[src/rtl/clk_div_bank.sv]
// clk_div_bank: NUM_CH runtime-programmable integer clock dividers with tick strobes and lock flags.
// Divisor and enable changes only take effect at a period boundary, so the divided clocks never glitch.
module clk_div_bank #(
    parameter int NUM_CH    = 4,
    parameter int DIV_WIDTH = 8,
    parameter int LOCK_CNT  = 16,
    localparam int CW = (NUM_CH > 1) ? $clog2(NUM_CH) : 1,
    localparam int LW = $clog2(LOCK_CNT + 1)
) (
    input  logic                 clk_i,
    input  logic                 rst_i,
    input  logic                 cfg_valid_i,
    input  logic [CW-1:0]        cfg_ch_i,
    input  logic [DIV_WIDTH-1:0] cfg_div_i,
    output logic                 cfg_ready_o,
    input  logic [NUM_CH-1:0]    en_i,
    output logic [NUM_CH-1:0]    clk_o,
    output logic [NUM_CH-1:0]    tick_o,
    output logic [NUM_CH-1:0]    locked_o
);
    logic              ready_en;
    logic [NUM_CH-1:0] pend_full;

    always_ff @(posedge clk_i) ready_en <= !rst_i;

    // Writes to a channel number beyond NUM_CH are accepted and dropped.
    assign cfg_ready_o = ready_en & ((32'(cfg_ch_i) >= NUM_CH) | ~pend_full[cfg_ch_i]);

    for (genvar c = 0; c < NUM_CH; c++) begin : g_ch
        logic [DIV_WIDTH-1:0] div, pend_div, cnt, new_div;
        logic [DIV_WIDTH:0]   per, high;
        logic [LW-1:0]        lock;
        logic                 full, run, clk_q, tick_q;
        logic                 boundary, apply, go, accept;

        always_comb begin
            per      = (div < DIV_WIDTH'(2)) ? (DIV_WIDTH+1)'(2) : {1'b0, div};
            high     = (per + 1'b1) >> 1;
            boundary = run && ({1'b0, cnt} == per - 1'b1);
            apply    = full && (boundary || !run);
            new_div  = apply ? pend_div : div;
            go       = en_i[c] && (new_div != '0);
            accept   = cfg_valid_i && cfg_ready_o && (32'(cfg_ch_i) == c);
        end

        always_ff @(posedge clk_i) begin
            if (rst_i) begin
                div      <= '0;
                pend_div <= '0;
                full     <= 1'b0;
                run      <= 1'b0;
                cnt      <= '0;
                clk_q    <= 1'b0;
                tick_q   <= 1'b0;
                lock     <= '0;
            end else begin
                if (apply) begin
                    div  <= pend_div;
                    full <= 1'b0;
                end
                // The slot can only be filled while empty, so this never races the apply above.
                if (accept) begin
                    pend_div <= cfg_div_i;
                    full     <= 1'b1;
                end
                if (!run || boundary) begin
                    run    <= go;
                    cnt    <= '0;
                    clk_q  <= go;
                    tick_q <= go;
                    lock   <= (!run || !go || (apply && pend_div != div)) ? '0 :
                              (lock == LW'(LOCK_CNT)) ? lock : lock + 1'b1;
                end else begin
                    cnt    <= cnt + 1'b1;
                    clk_q  <= ({1'b0, cnt} + 1'b1) < high;
                    tick_q <= 1'b0;
                end
            end
        end

        assign pend_full[c] = full;
        assign clk_o[c]     = clk_q;
        assign tick_o[c]    = tick_q;
        assign locked_o[c]  = (lock == LW'(LOCK_CNT));
    end
endmodule
[config.mk]
export PLATFORM = sky130hd
export DESIGN_NAME = clk_div_bank
export DESIGN_NICKNAME = d
export VERILOG_FILES = /design/src/rtl/clk_div_bank.sv
export SDC_FILE = /design/constraint.sdc
export NUM_CORES = 1
export LEC_CHECK = 0
export ABC_CLOCK_PERIOD_IN_PS = 3000
export BUFFER_PORTS_ARGS = -buffer_cell sky130_fd_sc_hd__buf_2
export CORE_MARGIN = 8
export CORE_UTILIZATION = 57
export DETAILED_ROUTE_END_ITERATION = 10
export PLACE_DENSITY = 0.79
export SLEW_MARGIN = 20
export SYNTH_ARGS = -nofsm -noshare
export SYNTH_HDL_FRONTEND = slang
export SYNTH_SLANG_ARGS = --single-unit
[constraint.sdc]
create_clock -name clk_i -period 3 [get_ports clk_i]
set_input_delay 0.15 -clock clk_i [delete_from_list [all_inputs] [get_ports clk_i]]
set_output_delay 0.15 -clock clk_i [all_outputs]
set_load 0.05 [all_outputs]
==> summary by stage, run 1 <==
Global routing
For this run the aggregate overflow at the end of global routing stands at 0. Entering global routing, the biggest net connects 88 pins. The first global-routing pass estimated ~32000 um of wire. The via count of the first global-routing pass was 6836. The total routing resource utilization after global routing is roughly a fifth.

The initial antenna violation count is 0.

Synth
Counting flops with a built-in enable in the synthesized netlist gives 0. The synthesized cell area is roughly 8200 sq um. The total nets after synthesis is 1007. The register bit count reported by yosys is about 130.

The proportion of netlist area held by the largest area contributor is 32.6%. After synthesis, the share of flip-flops with an asynchronous set or reset is 0%. The instance count of the mapped netlist is 942. The sequential element share of the synthesized area is about a third. Counting distinct cell types in the post-synthesis netlist gives between 70 and 80. By area the synthesized netlist is led by sky130_fd_sc_hd__dfxtp_1, sky130_fd_sc_hd__ha_1, sky130_fd_sc_hd__mux2i_1.

A synthesized cell averages just under 9 sq um. The most used flip-flop cell after synthesis is sky130_fd_sc_hd__dfxtp_1. sky130_fd_sc_hd__dfxtp_1 takes more of the synthesized area than any other cell. During synthesis, Yosys emitted a total of 0 warnings.

Pwr
The total power draw is about 3.9 mW. The leakage component of the power is between 4 and 5 nW. Power spread over the standard cell area amounts to roughly 380 nW/um^2. The largest voltage drop on the vdd net is around 0.42 mV.

Placed design
Buffers placed on the I/O ports in this run total 29. The congestion estimate from routability-driven global placement came to between 0.8 and 0.9. The post-DP HPWL is 13200 um.

Clock tree
The TritonCTS clock tree is built. The clock transition at the registers of the reported paths is approximately 60 ps. For the worst-skew pair, the clock arrives at the later sink with an insertion delay of between 400 and 500 ps.

The maximum clock insertion buffer count is 2. In this run the number of H-tree levels came out at 4. The root buffer cell chosen for the clock tree is sky130_fd_sc_hd__clkbuf_16. After clock tree synthesis, the flow added hold-fix buffers numbering 0.

The clock drives around 130 sinks. In this run, CTS created clock tree buffers numbering 17.

Detailed routing
The number of routed nets with antenna violations is 0. The detail-routed via count per cell is just under 6. In the routed design, unresolved DRC markers number 0.

The first-pass iteration count of the detailed router is 5. The number of vias after detailed routing is approximately 7.1k. The routed wire length is between 20000 and 25000 um.

For this block, the initial DRC count from the detailed router was 640. The average wire length per cell after detail routing is roughly 17 um.

STA
The minimum period implied by the final worst setup slack is about 3400 ps. Setup repair after global routing could not meet its margin everywhere. The total count of max-transition violations in the final report is 0. The largest clock skew in the final design is 10.2 ps.

The final setup TNS is -8420 ps. The count of endpoints failing hold in the final timing report is 0. Setup slack on the critical path of the routed design comes to -353 ps.

The worst slew margin relative to its limit is a little under a third. Of the available clock period, the critical path in the final layout requires 112%. Setup violations remaining at the end of the flow were counted as 54. Derived from the worst setup path, the maximum achievable clock frequency is 0.298 GHz. The worst-margin pin slew is a little over 1000 ps.

Worst setup path
The largest single stage delay on the critical path is 490 ps. Counting both buffers and inverters, the worst setup path holds a total of 4. STA classifies the critical path endpoint as a flip-flop. The worst setup path is launched from a flip-flop. The critical path goes through buf_4, buf_4, nor4_2, a21o_1, inv_1, ha_4, buf_4, xnor2_1, nand4b_1, or4_4, or3_4, and3_4, nor3_4, o21bai_1.

The cell with the biggest individual delay on the critical path is sky130_fd_sc_hd__or4_4. The most numerous cell type found on the critical path is sky130_fd_sc_hd__buf_4. The kind of cell adding the most delay to the critical path is simple AND/OR/NAND/NOR gates. The endpoint required time on the critical path is between 3000 and 4000 ps. The classification of the worst setup path is reg2reg. The data arrival at the endpoint of the critical path is 3710 ps.

Of all nets on the critical path, the largest fanout is 5.

Floorplanning
In this run the core area contains 43 standard-cell rows. The die boundary height is between 100 and 150 um. The total I/O pin count is 30.

Once the floorplan was initialized, standard cells occupied 58.6% of the core. The die covers approximately 18000 sq um. In this run the horizontal extent of the chip is 136 um. In this run the standard cell core region covers 13900 sq um.

Run status
The flow ran to the end, but the final reports show violations. The checks that failed: negative setup slack.

Job
Across the run, the number of max-cap violations was 0.

Cells and area
Leaving out fill and tap cells, the most frequent cells in the layout are sky130_fd_sc_hd__dfxtp_1, sky130_fd_sc_hd__nor2_1, sky130_fd_sc_hd__buf_4. The proportion of layout cells with a drive suffix above 1 is 25.0%. After filler insertion, the fill cell instance count of the layout stands at 937. The commonest non-fill, non-tap cell in the layout is sky130_fd_sc_hd__dfxtp_1. The antenna cell count is 0. Compared with the post-synthesis result, the final layout area differs by 24.5%. The number of nets at the end of the flow is roughly 1.1k.

Hold path
The path class of the tightest hold or removal check is in2reg.
==> area by class of cell <==
class	instances	area [sq um]	share of cell area (%)
multi-input cells	717	5700	56.1
flip-flops and latches	133	2670	26.3
repair buffers	124	926	9.11
clock buffers	19	443	4.36
well taps	180	225	2.22
inverters	28	105	1.03
clock inverters	13	97.6	0.960
==> flip-flops by register name (all words and copies together), names as in the netlist <==
register,cells
g_ch.clk_q,4
g_ch.tick_q,4
g_ch.cnt,32
g_ch.run,4
g_ch.lock,20
ready_en,1
g_ch.div,32
g_ch.pend_div,32
g_ch.full,4
==> worst paths after layout <==
kind / cells past startpoint / endpoint / slack, ps / from
max: 14 / g_ch[2].clk_q / -350 / g_ch[2].div[7]
min: 3 / g_ch[2].pend_div[5] / 60 / cfg_div_i[5]
max reg2reg: 14 / g_ch[2].clk_q / -350 / g_ch[2].div[7]
min reg2reg: 1 / g_ch[1].cnt[0] / 510 / g_ch[1].cnt[0]
==> power by group <==
group	switching, mW	leakage [nW]	internal (mW)
sequential	0.0193	1.07	1.78
clock	0.828	0.257	1.08
combinational	0.120	3.03	0.0750
==> tightest hold or removal path, cell delays in order <==
cell and delay (ps):
sky130_fd_sc_hd__buf_2 140, sky130_fd_sc_hd__mux2i_1 80, sky130_fd_sc_hd__nor2_1 80
==> cell usage after synthesis (20+ instances only) <==
cell                       number
sky130_fd_sc_hd__o21ai_0       21
sky130_fd_sc_hd__mux2i_1       60
sky130_fd_sc_hd__xor2_1        62
sky130_fd_sc_hd__and3_1        32
sky130_fd_sc_hd__ha_1          48
sky130_fd_sc_hd__nand2_1       61
sky130_fd_sc_hd__xnor2_1       63
sky130_fd_sc_hd__nand3_1       53
sky130_fd_sc_hd__nand4_1       20
sky130_fd_sc_hd__nor2_1       102
sky130_fd_sc_hd__a21oi_1       34
sky130_fd_sc_hd__dfxtp_1      133
sky130_fd_sc_hd__clkbuf_1      41
sky130_fd_sc_hd__inv_1         28
==> what timing repair did <==
item,in CTS,in global routing
gates cloned,1,0
buffers inserted,6,18
setup endpoints to repair,56,72
pin swaps,16,50
gates resized for setup,27,93
==> metrics by stage <==
| step | hold slack [ps] | worst slack, ps | std cells | instance area, sq um | util (%) |
|---|---|---|---|---|---|
| after floorplan | 294 | -261 | 942 | 8230 | - |
| after global placement | 467 | -199 | 1158 | 8820 | 63.3 |
| after detailed placement | 478 | -288 | 1158 | 8820 | 63.3 |
| after CTS | 47.2 | -276 | 1196 | 9560 | 68.6 |
| after global routing | 37.7 | -475 | 1214 | 10200 | 72.9 |
| final | 57.9 | -353 | 1214 | 10200 | 72.9 |
==> logic make-up after synthesis <==
kind of cell             count (synthesis)  synth area share (%)
AND/OR/NAND/NOR                        362                  22.9
AO/OA/AOI/OAI                          120                  10.9
XOR/XNOR                               126                  13.7
flip-flops                             133                  32.6
buffers and inverters                   92                  4.89
adder cells (fa/ha/maj)                 48                  7.36
multiplexers                            61                  7.63
==> per-layer routing <==
metal | track usage, % | share of wire [%] | vias up
met4 | 7.16 | 1.4 | 0
li1 | - | - | 3478
met2 | 34.2 | 50 | 205
met1 | 27.7 | 44 | 3390
met3 | 4.56 | 4.7 | 36
met5 | 0 | 0 | -
No activity file was read; power rests on OpenSTA's default activity.
==> run 2: changes to the inputs <==
- CTS_BUF_LIST: default -> sky130_fd_sc_hd__clkbuf_4 sky130_fd_sc_hd__clkbuf_8 sky130_fd_sc_hd__clkbuf_16
==> run 2 against run 1 <==
  * The run still ends with negative setup slack left
  * Register-to-register slack about the same
  * Hold slack improved by 4.0 ps
  * Fmax about the same
  * Flip-flop and latch count unchanged
  * Sequential share of layout area about the same
  * Setup slack got worse by 1.5 ps
  * Via count about the same
  * Die area unchanged
  * Largest power group unchanged
==> summary by stage, run 2 (synthesized netlist as in run 1, its figures left out) <==
Worst setup path
The data arrival at the endpoint of the critical path is between 3000 and 4000 ps. The type of destination of the critical path is a flip-flop. The critical path launch point type is a flip-flop. The maximum fanout along the worst path is 5.

The reg-to-reg startpoint is g_ch[2].div[7]. The critical path is of the reg2reg type. In this run the worst setup path begins at g_ch[2].div[7]. STA puts the critical path data required time at between 3000 and 4000 ps.

STA
The minimum period implied by the final worst setup slack is 3350 ps. Setup violations remaining at the end of the flow were counted as 53. Setup repair after global routing could not meet its margin everywhere. Hold is met by between 60 and 70 ps. The count of endpoints failing hold in the final timing report is 0. The largest clock skew in the final design is 10.3 ps. For this run, the top clock speed supported by timing is slightly below 0.3 GHz. The total count of max-transition violations in the final report is 0.

The final critical path takes up 112% of the cycle. After layout, the worst setup slack is -355 ps. For the pin with the worst max-slew slack, the measured transition is between 1000 and 1500 ps. The worst pin sits at a relative slew slack of between 30% and 40%.

Detailed routing
The number of vias after detailed routing is slightly above 7k. The detail route stage leaves a number of antenna-violating nets equal to 0. The detailed router's first-iteration violation count is between 600 and 700.

Summed over all layers, the routed wires come to around 21000 um. Dividing the detail-routed via count by the number of cells gives ~5.9. The first-pass iteration count of the detailed router is 5. The average wire length per cell after detail routing is ~17 um. The final routed DRC violation total is 0.

Floorplanning
The initialized floorplan defines 43 standard-cell rows. The region available for standard cell placement spans approximately 14000 sq um. From left edge to right edge, the die measures around 140 um.

The die boundary height is 136 um. The die footprint is approximately 18000 sq um. The initial utilization of the core area, before any placement, comes to 58.6%. Pin placement for this block handled 30 I/O pins.

Job
Across the run, the number of max-cap violations was 0.

Global routing
The overflow left after global routing is 0. The via count of the first global-routing pass is 6837. The first global-routing pass estimated 32300 um of wire.

The initial antenna violation count was 0. The pin count of the biggest net entering global routing is between 80 and 90. The total routing resource utilization after global routing is 21.3%.

Placed design
The count of port buffers added during placement is 29. After legalization and detailed placement, the total HPWL measured between 10000 and 15000 um. At the end of routability-driven placement, the weighted congestion stood at ~0.87. The total placed cells including tap cells is between 1k and 1.5k.

Cells and area
At the end of the flow, the number of nets in the layout was about 1.1k. The antenna cell count is 0. In the final layout, the registers with the most flip-flops are g_ch.cnt (32), g_ch.div (32), g_ch.pend_div (32). The post-route netlist has between 20 and 30% of its cells at a drive strength greater than 1.

The final design utilization is 72.9%. Counting the fill cells in the layout gives about 940. The multi-input gate area in the final layout is 5700 sq um.

The signed area change from the synthesized netlist to the final layout is 24.5%. The commonest non-fill, non-tap cell in the layout is sky130_fd_sc_hd__dfxtp_1. In the layout the commonest cells are sky130_fd_sc_hd__dfxtp_1, sky130_fd_sc_hd__nor2_1, sky130_fd_sc_hd__buf_4. The sequential cells in the finished layout cover a total of 2670 sq um. For this run, the number of standard cells in the final layout without fillers is between 1k and 1.5k.

Clock tree
After clock tree synthesis, the flow added hold-fix buffers numbering 0. Clock-pin slew was measured on the worst setup and hold paths at ~60 ps. The H-tree was split into 4 levels.

For this design, the sink count on the clock tree is 133. At the later pin of the worst-skew pair, clock insertion delay measures 420 ps. The cell sitting at the root of the clock tree is a sky130_fd_sc_hd__clkbuf_16. The total clock buffers created by CTS is 17. In this run the deepest clock path goes through 2 buffers. TritonCTS built the clock tree.

Run status
The checks that failed: negative setup slack. The run finished, with violations left.

Pwr
The total power draw is between 3 and 4 mW. Dividing total power by cell area gives a power density of 385 nW/um^2. VDD sags by at most roughly 0.41 mV. The analysis attributes to cell leakage a power of about 4.4 nW.

Hold path
In this run the most critical hold path is launched from cfg_div_i[5]. In this run the worst hold path is classified as in2reg.
run 2: cell counts in the layout (fill, tap and decap cells not counted):
Identical to the previous run, type by type.
run 2: final cells by class:
type,instances,share of cell area (%)
repair buffers,124,9.11
clock buffers,19,4.39
flip-flops and latches,133,26.2
multi-input cells,717,56.0
inverters,28,1.03
well taps,180,2.22
clock inverters,13,0.960
run 2: metrics by stage:
stage	setup TNS (ps)	area [sq um]	setup WS, ps
floorplan	-2360	8230	-261
global placement	-2670	8820	-199
detailed placement	-5480	8820	-288
CTS	-4290	9560	-276
global route	-15320	10200	-475
finish	-8340	10200	-355
run 2: power by group:
part | internal [mW] | switching [mW] | total [mW]
Combinational | 0.0750 | 0.120 | 0.195
Sequential | 1.78 | 0.0192 | 1.80
Clock | 1.09 | 0.823 | 1.92
Total | 2.95 | 0.962 | 3.91
run 2: worst max-delay path, cell delays in order, from the launching register on:
cell                       delay, ps
sky130_fd_sc_hd__dfxtp_2         320
sky130_fd_sc_hd__buf_4           120
sky130_fd_sc_hd__buf_4           150
sky130_fd_sc_hd__nor4_2          360
sky130_fd_sc_hd__a21o_1          190
sky130_fd_sc_hd__inv_1            70
sky130_fd_sc_hd__ha_4            160
sky130_fd_sc_hd__buf_4           130
sky130_fd_sc_hd__xnor2_1         210
sky130_fd_sc_hd__nand4b_1        180
sky130_fd_sc_hd__or4_4           490
sky130_fd_sc_hd__or3_4           420
sky130_fd_sc_hd__and3_4          200
sky130_fd_sc_hd__nor3_4          150
sky130_fd_sc_hd__o21bai_1        130
run 2: routing by layer:
layer / global-route usage [%] / vias up / wire length (um)
met3: 4.56 / 31 / 1050
li1: - / 3473 / -
met2: 34.2 / 203 / 10400
met4: 7.16 / 0 / 289
met5: 0 / - / 0
met1: 27.7 / 3398 / 9150
run 2: final timing paths:
path / end / slack [ps] / cells after the start
max: g_ch[2].clk_q / -350 / 14
min reg2reg: g_ch[1].cnt[0] / 510 / 1
min: g_ch[2].pend_div[5] / 60 / 3
max reg2reg: g_ch[2].clk_q / -350 / 14
run 2: timing repair:
action | 4_1_cts | 5_1_grt
endpoints found under the setup margin | 56 | 72
cloned | 1 | 0
gates resized for setup | 27 | 93
buffers inserted | 6 | 18
pin swaps | 16 | 50
